## src/rtl/pixel_packet_receiver.sv

```systemverilog
// Dibit-link packet deserializer: header address then pixel bytes, one
// frame-buffer write per pixel at base+index.
module pixel_packet_receiver #(
    parameter int unsigned PIXELS_PER_PACKET = 320,
    parameter int unsigned ADDR_BYTES        = 3,
    parameter int unsigned ADDR_W            = 17
) (
    input  logic              clk,
    input  logic              rst,
    input  logic              axiiv,
    input  logic [1:0]        axiid,
    output logic              pixel_valid,
    output logic [ADDR_W-1:0] pixel_addr,
    output logic [7:0]        pixel_data,
    output logic              packet_done,
    output logic              packet_error,
    output logic              busy
);

    localparam int unsigned IDX_W  = $clog2(PIXELS_PER_PACKET + 1);
    localparam int unsigned HCNT_W = $clog2(ADDR_BYTES + 1);

    localparam logic [2:0] S_IDLE  = 3'd0;
    localparam logic [2:0] S_ADDR  = 3'd1;
    localparam logic [2:0] S_PIXEL = 3'd2;
    localparam logic [2:0] S_DRAIN = 3'd3;
    localparam logic [2:0] S_ERROR = 3'd4;

    logic [2:0]        state, state_d;
    logic [1:0]        dib_cnt, dib_cnt_d;
    logic [HCNT_W-1:0] hdr_cnt, hdr_cnt_d;
    logic [ADDR_W-1:0] hdr, hdr_d;
    logic [5:0]        byte_sr, byte_sr_d;
    logic [IDX_W-1:0]  index, index_d;
    logic              pixel_valid_d, packet_done_d, packet_error_d, busy_d;
    logic [ADDR_W-1:0] pixel_addr_d;
    logic [7:0]        pixel_data_d;
    logic [7:0]        full_byte;

    // Next-state and next-output logic; hdr doubles as the latched base address.
    always_comb begin
        state_d        = state;
        dib_cnt_d      = dib_cnt;
        hdr_cnt_d      = hdr_cnt;
        hdr_d          = hdr;
        byte_sr_d      = byte_sr;
        index_d        = index;
        pixel_valid_d  = 1'b0;
        pixel_addr_d   = pixel_addr;
        pixel_data_d   = pixel_data;
        packet_done_d  = 1'b0;
        packet_error_d = 1'b0;
        full_byte      = {axiid, byte_sr};

        case (state)
            S_IDLE: begin
                if (axiiv) begin
                    byte_sr_d = full_byte[7:2];
                    dib_cnt_d = 2'd1;
                    hdr_cnt_d = '0;
                    hdr_d     = '0;
                    state_d   = S_ADDR;
                end
            end
            S_ADDR: begin
                if (!axiiv) begin
                    packet_error_d = 1'b1;
                    state_d        = S_ERROR;
                end else begin
                    byte_sr_d = full_byte[7:2];
                    dib_cnt_d = dib_cnt + 2'd1;
                    if (dib_cnt == 2'd3) begin
                        hdr_d     = ADDR_W'({hdr, full_byte});
                        hdr_cnt_d = hdr_cnt + HCNT_W'(1);
                        if (hdr_cnt == HCNT_W'(ADDR_BYTES - 1)) begin
                            index_d = '0;
                            state_d = S_PIXEL;
                        end
                    end
                end
            end
            S_PIXEL: begin
                if (!axiiv) begin
                    packet_error_d = 1'b1;
                    state_d        = S_ERROR;
                end else begin
                    byte_sr_d = full_byte[7:2];
                    dib_cnt_d = dib_cnt + 2'd1;
                    if (dib_cnt == 2'd3) begin
                        pixel_valid_d = 1'b1;
                        pixel_data_d  = full_byte;
                        pixel_addr_d  = hdr + ADDR_W'(index);
                        index_d       = index + IDX_W'(1);
                        if (index == IDX_W'(PIXELS_PER_PACKET - 1)) begin
                            packet_done_d = 1'b1;
                            state_d       = S_DRAIN;
                        end
                    end
                end
            end
            S_DRAIN: begin
                if (!axiiv) state_d = S_IDLE;
            end
            S_ERROR: state_d = S_IDLE;
            default: state_d = S_IDLE;
        endcase

        busy_d = (state_d == S_ADDR) || (state_d == S_PIXEL);
    end

    always_ff @(posedge clk or posedge rst) begin
        if (rst) begin
            state        <= S_IDLE;
            dib_cnt      <= '0;
            hdr_cnt      <= '0;
            hdr          <= '0;
            byte_sr      <= '0;
            index        <= '0;
            pixel_valid  <= 1'b0;
            pixel_addr   <= '0;
            pixel_data   <= '0;
            packet_done  <= 1'b0;
            packet_error <= 1'b0;
            busy         <= 1'b0;
        end else begin
            state        <= state_d;
            dib_cnt      <= dib_cnt_d;
            hdr_cnt      <= hdr_cnt_d;
            hdr          <= hdr_d;
            byte_sr      <= byte_sr_d;
            index        <= index_d;
            pixel_valid  <= pixel_valid_d;
            pixel_addr   <= pixel_addr_d;
            pixel_data   <= pixel_data_d;
            packet_done  <= packet_done_d;
            packet_error <= packet_error_d;
            busy         <= busy_d;
        end
    end

endmodule

```

## config.mk

```make
export PLATFORM = sky130hd
export DESIGN_NAME = pixel_packet_receiver
export DESIGN_NICKNAME = d
export VERILOG_FILES = /design/src/rtl/pixel_packet_receiver.sv
export SDC_FILE = /design/constraint.sdc
export NUM_CORES = 1
export LEC_CHECK = 0
export CELL_PAD_IN_SITES_DETAIL_PLACEMENT = 1
export CELL_PAD_IN_SITES_GLOBAL_PLACEMENT = 1
export CORE_ASPECT_RATIO = 1.25
export CORE_MARGIN = 2
export CORE_UTILIZATION = 44
export DETAILED_ROUTE_END_ITERATION = 8
export PLACE_DENSITY_LB_ADDON = 0.1
export SETUP_SLACK_MARGIN = 0.1
export SLEW_MARGIN = 20
export SYNTH_ARGS = -nofsm -noshare
export SYNTH_HDL_FRONTEND = slang
export SYNTH_SLANG_ARGS = --single-unit
```

## constraint.sdc

```tcl
create_clock -name clk -period 2.79 [get_ports clk]
set_input_delay 0.279 -clock clk [delete_from_list [all_inputs] [get_ports clk]]
set_output_delay 0.279 -clock clk [all_outputs]
set_load 0.05 [all_outputs]
```

### Word-level counts from Yosys, hierarchy flattened

Index checks and enable logic that the tools add are counted.

* output and inout port bits: 29
* register bits after elaboration: 68
* word-level logic and storage cells: 78
* input port bits: 5

* equality and inequality tests: 15
* muxes and demuxes: 35
* $add $sub $neg: 4
* reduce and logical (&&, ||, !) cells: 12

Operators by type and width (count)
* two-way mux 17 bit: 3
* two-way mux 9 bit: 5
* case mux 17 bit (2 select lines): 1
* two-way mux 3 bit: 8
* case mux 9 bit (2 select lines): 1
* adder 17 x 9 -> 17 bit: 1
* inequality test 2 bit (second input constant): 6
* case mux 3 bit (4 select lines): 1
* two-way mux 2 bit: 5
* adder 9 x 1 -> 9 bit (second input constant): 1
* equality test 3 x 2 -> 1 bit (second input constant): 3
* equality test 9 bit (second input constant): 1
* two-way mux 1 bit: 9
* case mux 2 bit (2 select lines): 2
* equality test 3 x 1 -> 1 bit (second input constant): 2
* AND reduction 3 bit: 2
* AND reduction 6 bit: 1
* nonzero test 2 bit: 3
* adder 2 x 1 -> 2 bit (second input constant): 2
* equality test 2 bit (second input constant): 2
* AND reduction 4 bit: 1
* logical NOT 3 bit: 1
* OR reduction 3 bit: 1
* inequality test 2 x 1 -> 1 bit (second input constant): 1
* other kinds (3): 3

### Depth between registers and ports, before layout

Gate-level depths: netlist of run 1.

* word-level depth: 7
* gate-level depth with buffers: 9
* gate-level depth less buffers: 7

### Worst setup path after synthesis of run 1

OpenSTA, ideal clock, no wires.

* path kind: register to register
* start point: reg index[0]
* end point: reg pixel_addr[10]
* clock period less this slack: 2.171 ns
* path slack: 0.619 ns
* buffers on the path: 0
* required time: 2.666 ns
* arrival time: 2.048 ns
* setup time: 0.124 ns
* cell stages (with the launch flop): 8
* cells stage by stage: dfrtp_1 > ha_1 > fa_1 > a211o_1 > a21oi_2 > o21ai_0 > and3_1 > o31a_1

* word-level cells in the longest chain between the ends: 1

RTL lines
* start, declared: RTL line 34 `logic [IDX_W-1:0] index, index_d;`
* start signal, assigned: RTL line 131 `index <= index_d;`
* adder 17 x 9 -> 17 bit: RTL line 92 `pixel_addr_d = hdr + ADDR_W'(index);`
* end signal, assigned: RTL line 133 `pixel_addr <= pixel_addr_d;`
* end, declared: RTL line 13 `output logic [ADDR_W-1:0] pixel_addr,`

No other way between the ends.
A chain may end at the register's enable or synchronous reset.

### Worst setup path in the final report of run 1

Same ends and word-level chain as after synthesis.

==> impl_metrics.csv, run 1 <==
group,metric,value,unit
clock_tree,cts_root_buffer,"clkbuf_8",
critical_path,r2r_start,"index[0]",
final_layout,diodes,0,
clock_tree,htreeDepth,3,
timing,fin_crit_sh,0.860,
clock_tree,max-clock-path-buffers,2,
yosys,synth_edf_count,0,
power_and_ir_drop,seqPwrFrac,0.492,
power_and_ir_drop,pwr-share-comb,0.095,
clock_tree,clk_pin_slew,0.08,ns
power_and_ir_drop,cellLeakagePower,0.00188,uW
min_path,hp-class,"input port to asynchronous set/reset pin",
placement,place_congestion,0.811,
final_layout,multi_input_area,0.00155,sq mm
placement,io_buffers,33,
route,drt-total-wl,7840,um
critical_path,worst_setup_path_end_kind,"flip-flop",
timing,max_slew.worst_pin.slew,0.646,ns
power_and_ir_drop,peakVddDrop,0.279,mV
run_status,status,"finished clean",
floorplan,die-width,82.2,um
final_layout,regArea,0.00170,sq mm
clock_tree,cts-resized-gates,0,
yosys,synth_fa_ha_area_frac,0.0506,
floorplan,dieArea,0.00836,sq mm
yosys,synthesis.nets,346,
final_layout,areaGrowthSynthToFinish,18.8,%
critical_path,rr_endpoint,"pixel_addr[10]",
timing,rsz0062_at_grt,"no",
yosys,syn_area_per_cell,10.2,sq um
floorplan,die_h,102,um
timing,maxSlewViolCount,0,
yosys,ys.flop_type,"dfrtp_1",
clock_tree,numCtsBuffers,9,
power_and_ir_drop,power_density,558,mW/mm^2
critical_path,path_class,"flip-flop to flip-flop",
route,drc_errors,0,
global_route,grt_max_degree,69,
global_route,grtUsageTotal,0.217,
clock_tree,clock_sinks,68,
critical_path,crit_required,3.03,ns
final_layout,fill_cells,845,
power_and_ir_drop,power.switching,574,uW
critical_path,crit_path_cell_trace,"ha_1 > fa_1 > a211o_1 > a21oi_2 > o21ai_0 > and3_1 > o31a_1",
route,wl_per_cell,17.1,um
global_route,antenna_found_initial,0,
yosys,synth_compound_area_frac,0.164,
route,firstDrtPassIters,4,
global_route,grt_overflow,0,
floorplan,initial_core_util,0.454,
yosys,ys_ff_latch,68,
critical_path,rrSetupSlack,0.39,ns
timing,fin_worst_skew,0.0101,ns
yosys,synthesis.area,0.00336,sq mm
yosys,synthCells,328,
timing,fin_setup_tns,0,ns
route,antenna_left,0,
floorplan,core-area,0.00740,sq mm
critical_path,r2r_cells,7,
yosys,synthSimpleGateAreaFrac,0.170,
power_and_ir_drop,p_clk_frac,0.413,
power_and_ir_drop,swShare,0.258,
floorplan,rows,35,
critical_path,cpPeakStageDelay,0.44,ns
yosys,ys_warn_count,0,
clock_tree,hold_buffers,0,
route,dr.first_iter.drc_count,141,
yosys,synth.mux.area_fraction,0.0320,
critical_path,crit_fanout,6,
clock_tree,cts_setup_buffers,0,
route,post_drt_via_cell_ratio,5.49,
critical_path,start_kind,"flip-flop",
placement,dp_hpwl,5410,um
timing,fmax,0.417,GHz
global_route,grt_pass1_wl,13500,um
yosys,synth_cell_types,50,
final_layout,nets,379,
yosys,yosysSeqAreaShare,0.506,
run,drv_cap,0,
timing,min_period,2.40,ns
timing,finalHoldViolations,0,
critical_path,arrival,2.64,ns
route,routed-via-count,2513,
yosys,async_flop_share,1.00,
yosys,synth_xor_area_frac,0.0443,
floorplan,num_io_pins,34,
clock_tree,cts_tree,"done",
clock_tree,clock_latency,0.35,ns
power_and_ir_drop,p_int,1650,uW
global_route,grt_pass1_vias,2652,
yosys,synth_top_family_by_area,"simple AND/OR/NAND/NOR gates",
timing,setup_violations,0,
final_layout,drive_above_1_share,0.0956,
timing,max_slew_margin,0.565,
final_layout,final_util,0.539,
critical_path,slowest_stage,"fa_1",
[layer usage]
layer  wire [um]  vias to the layer above  track usage
li1            -                     1234            -
met1        3580                     1234        0.286
met2        3940                       34        0.350
met3         156                       11       0.0285
met4         157                        0        0.106
met5           0                        -            0
[power groups by stage]
stage | Clock [uW] | Sequential [uW] | Combinational [uW]
finish | 920 | 1100 | 212
global route | 988 | 1100 | 239
CTS | 945 | 1100 | 217
detailed placement | 0 | 1120 | 213
global placement | 0 | 1110 | 208
floorplan | 0 | 1100 | 148
[per-stage QoR]
step	instance area, sq um	setup slack, ns	cells	hold slack [ns]	power [uW]
floorplan	3360	0.619	328	0.346	1250
global placement	3770	0.488	442	0.460	1320
detailed placement	3770	0.404	442	0.469	1330
CTS	3990	0.389	458	0.324	2260
global route	3990	0.272	458	0.365	2330
finish	3990	0.391	458	0.299	2230
[logic make-up after synthesis]
| logic type | count (synthesis) |
|---|---|
| compound gates | 81 |
| buf+inv | 22 |
| flops | 68 |
| simple gates | 117 |
| fa+ha+maj | 13 |
| mux | 10 |
| xor+xnor | 17 |
[placed cells by master (no fill, tap or decap), drive strengths merged, types with 6 or more instances in the layout]
cell type / instances
nand2: 59
clkbuf: 10
dfrtp: 68
clkdlybuf4s50: 33
o21ai: 18
nand3: 13
xnor2: 11
nor2: 11
a21o: 6
ha: 12
mux2: 6
inv: 6
a21oi: 18
a22o: 17
xor2: 6
[critical path: cells and delay by family (launching register included)]
family          cells  cell delay [ns]
compound gates      4             0.96
fa+ha+maj           2             0.68
flops               1             0.43
simple gates        1             0.22
[final cells by class]
cell class / instances / share of cell area
inverters: 6 / 0.00564
clock inverters: 6 / 0.0219
clock buffers: 10 / 0.0345
multi-input cells: 238 / 0.388
well taps: 92 / 0.0288
repair buffers: 38 / 0.0953
flip-flops and latches: 68 / 0.426
[synth_stat cells, drive strengths merged, types with 2 or more instances]
| master | number | area [sq um] |
|---|---|---|
| a21oi | 18 | 93.8 |
| nand3 | 13 | 65.1 |
| or2 | 2 | 12.5 |
| and2 | 5 | 31.3 |
| o22ai | 3 | 18.8 |
| clkbuf | 3 | 11.3 |
| a31oi | 4 | 25.0 |
| dfrtp | 68 | 1700 |
| mux2 | 6 | 67.6 |
| a211oi | 4 | 35.0 |
| and4 | 2 | 17.5 |
| nor2b | 2 | 12.5 |
| nor3 | 4 | 20.0 |
| a21o | 6 | 45.0 |
| o21bai | 2 | 15.0 |
| a22o | 17 | 149 |
| nor2 | 11 | 41.3 |
| xnor2 | 11 | 96.3 |
| ha | 12 | 150 |
| o21a | 2 | 15.0 |
| nand2 | 59 | 221 |
| nand4 | 4 | 25.0 |
| o21ai | 18 | 90.1 |
| a311oi | 2 | 17.5 |
| xor2 | 6 | 52.6 |
| inv | 6 | 22.5 |
| buf | 13 | 77.6 |
| nand3b | 2 | 27.5 |
| nand2b | 4 | 32.5 |
| and3 | 5 | 31.3 |
| mux2i | 4 | 40.0 |
[flip-flops by register name, indices dropped and copies added, names as in the netlist]
| signal | flops |
|---|---|
| packet_error | 1 |
| pixel_addr | 17 |
| state | 3 |
| busy | 1 |
| pixel_valid | 1 |
| pixel_data | 8 |
| packet_done | 1 |
| dib_cnt | 2 |
| index | 9 |
| hdr | 17 |
| hdr_cnt | 2 |
| byte_sr | 6 |
[worst max path at each step]
stage                  start        endpoint  cells after the start
finish              index[0]  pixel_addr[10]                      7
global route        index[0]  pixel_addr[10]                      7
CTS                 index[0]  pixel_addr[10]                      7
detailed placement  index[0]  pixel_addr[10]                      7
global placement    index[0]  pixel_addr[10]                      7
floorplan           index[0]  pixel_addr[10]                      7
No activity file was read; power rests on OpenSTA's default activity.
==> run 2, diff against run 1 <==
- CTS_CLUSTER_SIZE: default -> 28
==> results of run 2 <==
Same layout as run 1: the final DEF is identical, and so are final timing and power.
==> run 3, diff against run 2 <==
- PLACE_DENSITY: default -> 0.86
- PLACE_DENSITY_LB_ADDON: 0.1 -> default
- REMOVE_ABC_BUFFERS: default -> 1
==> impl_metrics.csv, run 3 (synthesis results as in run 1) <==
group,metric,value,unit
route,drc_errors,0,
placement,dp_hpwl,5800,um
critical_path,rr_endpoint,"pixel_addr[10]",
timing,max_slew.worst_pin.slew,0.629,ns
final_layout,final_common_cell,"dfrtp_1",
floorplan,rows,35,
clock_tree,cts_setup_buffers,0,
power_and_ir_drop,swShare,0.263,
final_layout,nets,382,
route,post_drt_via_cell_ratio,5.59,
placement,place_ws,0.531,ns
critical_path,arrival,2.50,ns
critical_path,r2r_cells,7,
final_layout,reg_top3,"hdr: 17 flops, pixel_addr: 17 flops, index: 9 flops",
power_and_ir_drop,power_density,547,mW/mm^2
timing,min_period,2.28,ns
run_status,status,"finished clean",
clock_tree,clk_pin_slew,0.08,ns
route,dr.first_iter.drc_count,77,
power_and_ir_drop,p_clk_frac,0.402,
floorplan,num_io_pins,34,
critical_path,path_class,"flip-flop to flip-flop",
clock_tree,cts-resized-gates,0,
floorplan,dieArea,0.00836,sq mm
route,drt-total-wl,8250,um
floorplan,die_h,102,um
clock_tree,cts_root_buffer,"clkbuf_8",
floorplan,initial_core_util,0.454,
clock_tree,cts_tree,"done",
timing,setup_slack,0.514,ns
timing,max_slew_margin,0.577,
clock_tree,htreeDepth,3,
power_and_ir_drop,peakVddDrop,0.333,mV
global_route,antenna_found_initial,0,
route,routed-via-count,2579,
route,antenna_left,0,
floorplan,core-area,0.00740,sq mm
final_layout,multi_input_area,0.00155,sq mm
global_route,grt_max_degree,69,
final_layout,diodes,0,
final_layout,areaGrowthSynthToFinish,19.3,%
timing,rsz0062_at_grt,"no",
critical_path,start_kind,"flip-flop",
clock_tree,clock_sinks,68,
timing,fin_crit_sh,0.816,
clock_tree,hold_buffers,0,
placement,place_congestion,0.852,
global_route,grt_pass1_vias,2687,
min_path,hp-class,"input port to asynchronous set/reset pin",
power_and_ir_drop,p_int,1620,uW
clock_tree,numCtsBuffers,9,
critical_path,r2r_start,"index[0]",
final_layout,fill_cells,810,
critical_path,worst_setup_path_end_kind,"flip-flop",
route,wl_per_cell,17.9,um
global_route,grt_overflow,0,
floorplan,die-width,82.2,um
clock_tree,clock_latency,0.35,ns
final_layout,regArea,0.00170,sq mm
critical_path,crit_fanout,5,
power_and_ir_drop,seqPwrFrac,0.501,
power_and_ir_drop,power.switching,578,uW
timing,fin_worst_skew,0.0108,ns
timing,finalHoldViolations,0,
critical_path,rrSetupSlack,0.51,ns
clock_tree,max-clock-path-buffers,2,
critical_path,crit_required,3.02,ns
placement,dp.cells,445,
final_layout,drive_above_1_share,0.103,
global_route,grt_pass1_wl,13700,um
final_layout,layout.cells.non_filler,461,
final_layout,final_cell_mix,"68 x dfrtp_1, 59 x nand2_1, 33 x clkdlybuf4s50_1",
timing,fmax,0.439,GHz
timing,setup_violations,0,
power_and_ir_drop,cellLeakagePower,0.00189,uW
placement,io_buffers,33,
global_route,grtUsageTotal,0.220,
route,firstDrtPassIters,4,
timing,maxSlewViolCount,0,
power_and_ir_drop,pwr-share-comb,0.097,
run,drv_cap,0,
==> run 3: through the flow <==
stage                     cell area, sq um  hold slack, ns  utilization  power (uW)  setup TNS (ns)
final                                 4010           0.302        0.542        2190               0
after floorplan                       3270           0.346            -        1240         -0.0183
after detailed placement              3790           0.462        0.512        1330               0
after CTS                             4010           0.333        0.542        2220               0
after global placement                3790           0.458        0.512        1310               0
after global routing                  4010           0.337        0.542        2290               0
==> run 3: worst max path at each step <==
| stage | startpoint | endpoint | slack, ns | cells after the start |
|---|---|---|---|---|
| floorplan | dib_cnt[0] | pixel_addr[13] | -0.009 | 7 |
| global placement | index[0] | pixel_addr[10] | 0.63 | 7 |
| detailed placement | index[0] | pixel_addr[10] | 0.53 | 7 |
| CTS | index[0] | pixel_addr[10] | 0.51 | 7 |
| global route | index[0] | pixel_addr[10] | 0.38 | 7 |
| finish | index[0] | pixel_addr[10] | 0.51 | 7 |
==> run 3: worst max-delay path, stage by stage, from the launching register on <==
cell and delay (ns):
dfrtp_1 0.43, ha_1 0.25, fa_1 0.44, a211o_1 0.30
a21oi_2 0.16, o21ai_0 0.13, and3_1 0.22, o31a_1 0.23
==> run 3: layout make-up <==
class / count / share of cell area
Tap cell: 92 / 0.0287
Sequential cell: 68 / 0.424
Clock inverter: 4 / 0.0137
Clock buffer: 12 / 0.0412
Multi-Input combinational cell: 238 / 0.386
Timing Repair Buffer: 41 / 0.100
Inverter: 6 / 0.00562
==> run 3: power groups by stage <==
stage,Combinational [uW],Clock (uW),Sequential [uW]
floorplan,140,0,1100
global placement,201,0,1110
detailed placement,214,0,1120
CTS,218,902,1100
global route,239,947,1110
finish,214,881,1100
==> run 3: routing by layer <==
metal  track usage  wire length [um]  vias up
met1         0.262              3450     1288
li1              -                 -     1237
met2         0.372              4430       40
met3        0.0499               167       14
met4         0.103               203        0
met5             0                 0        -
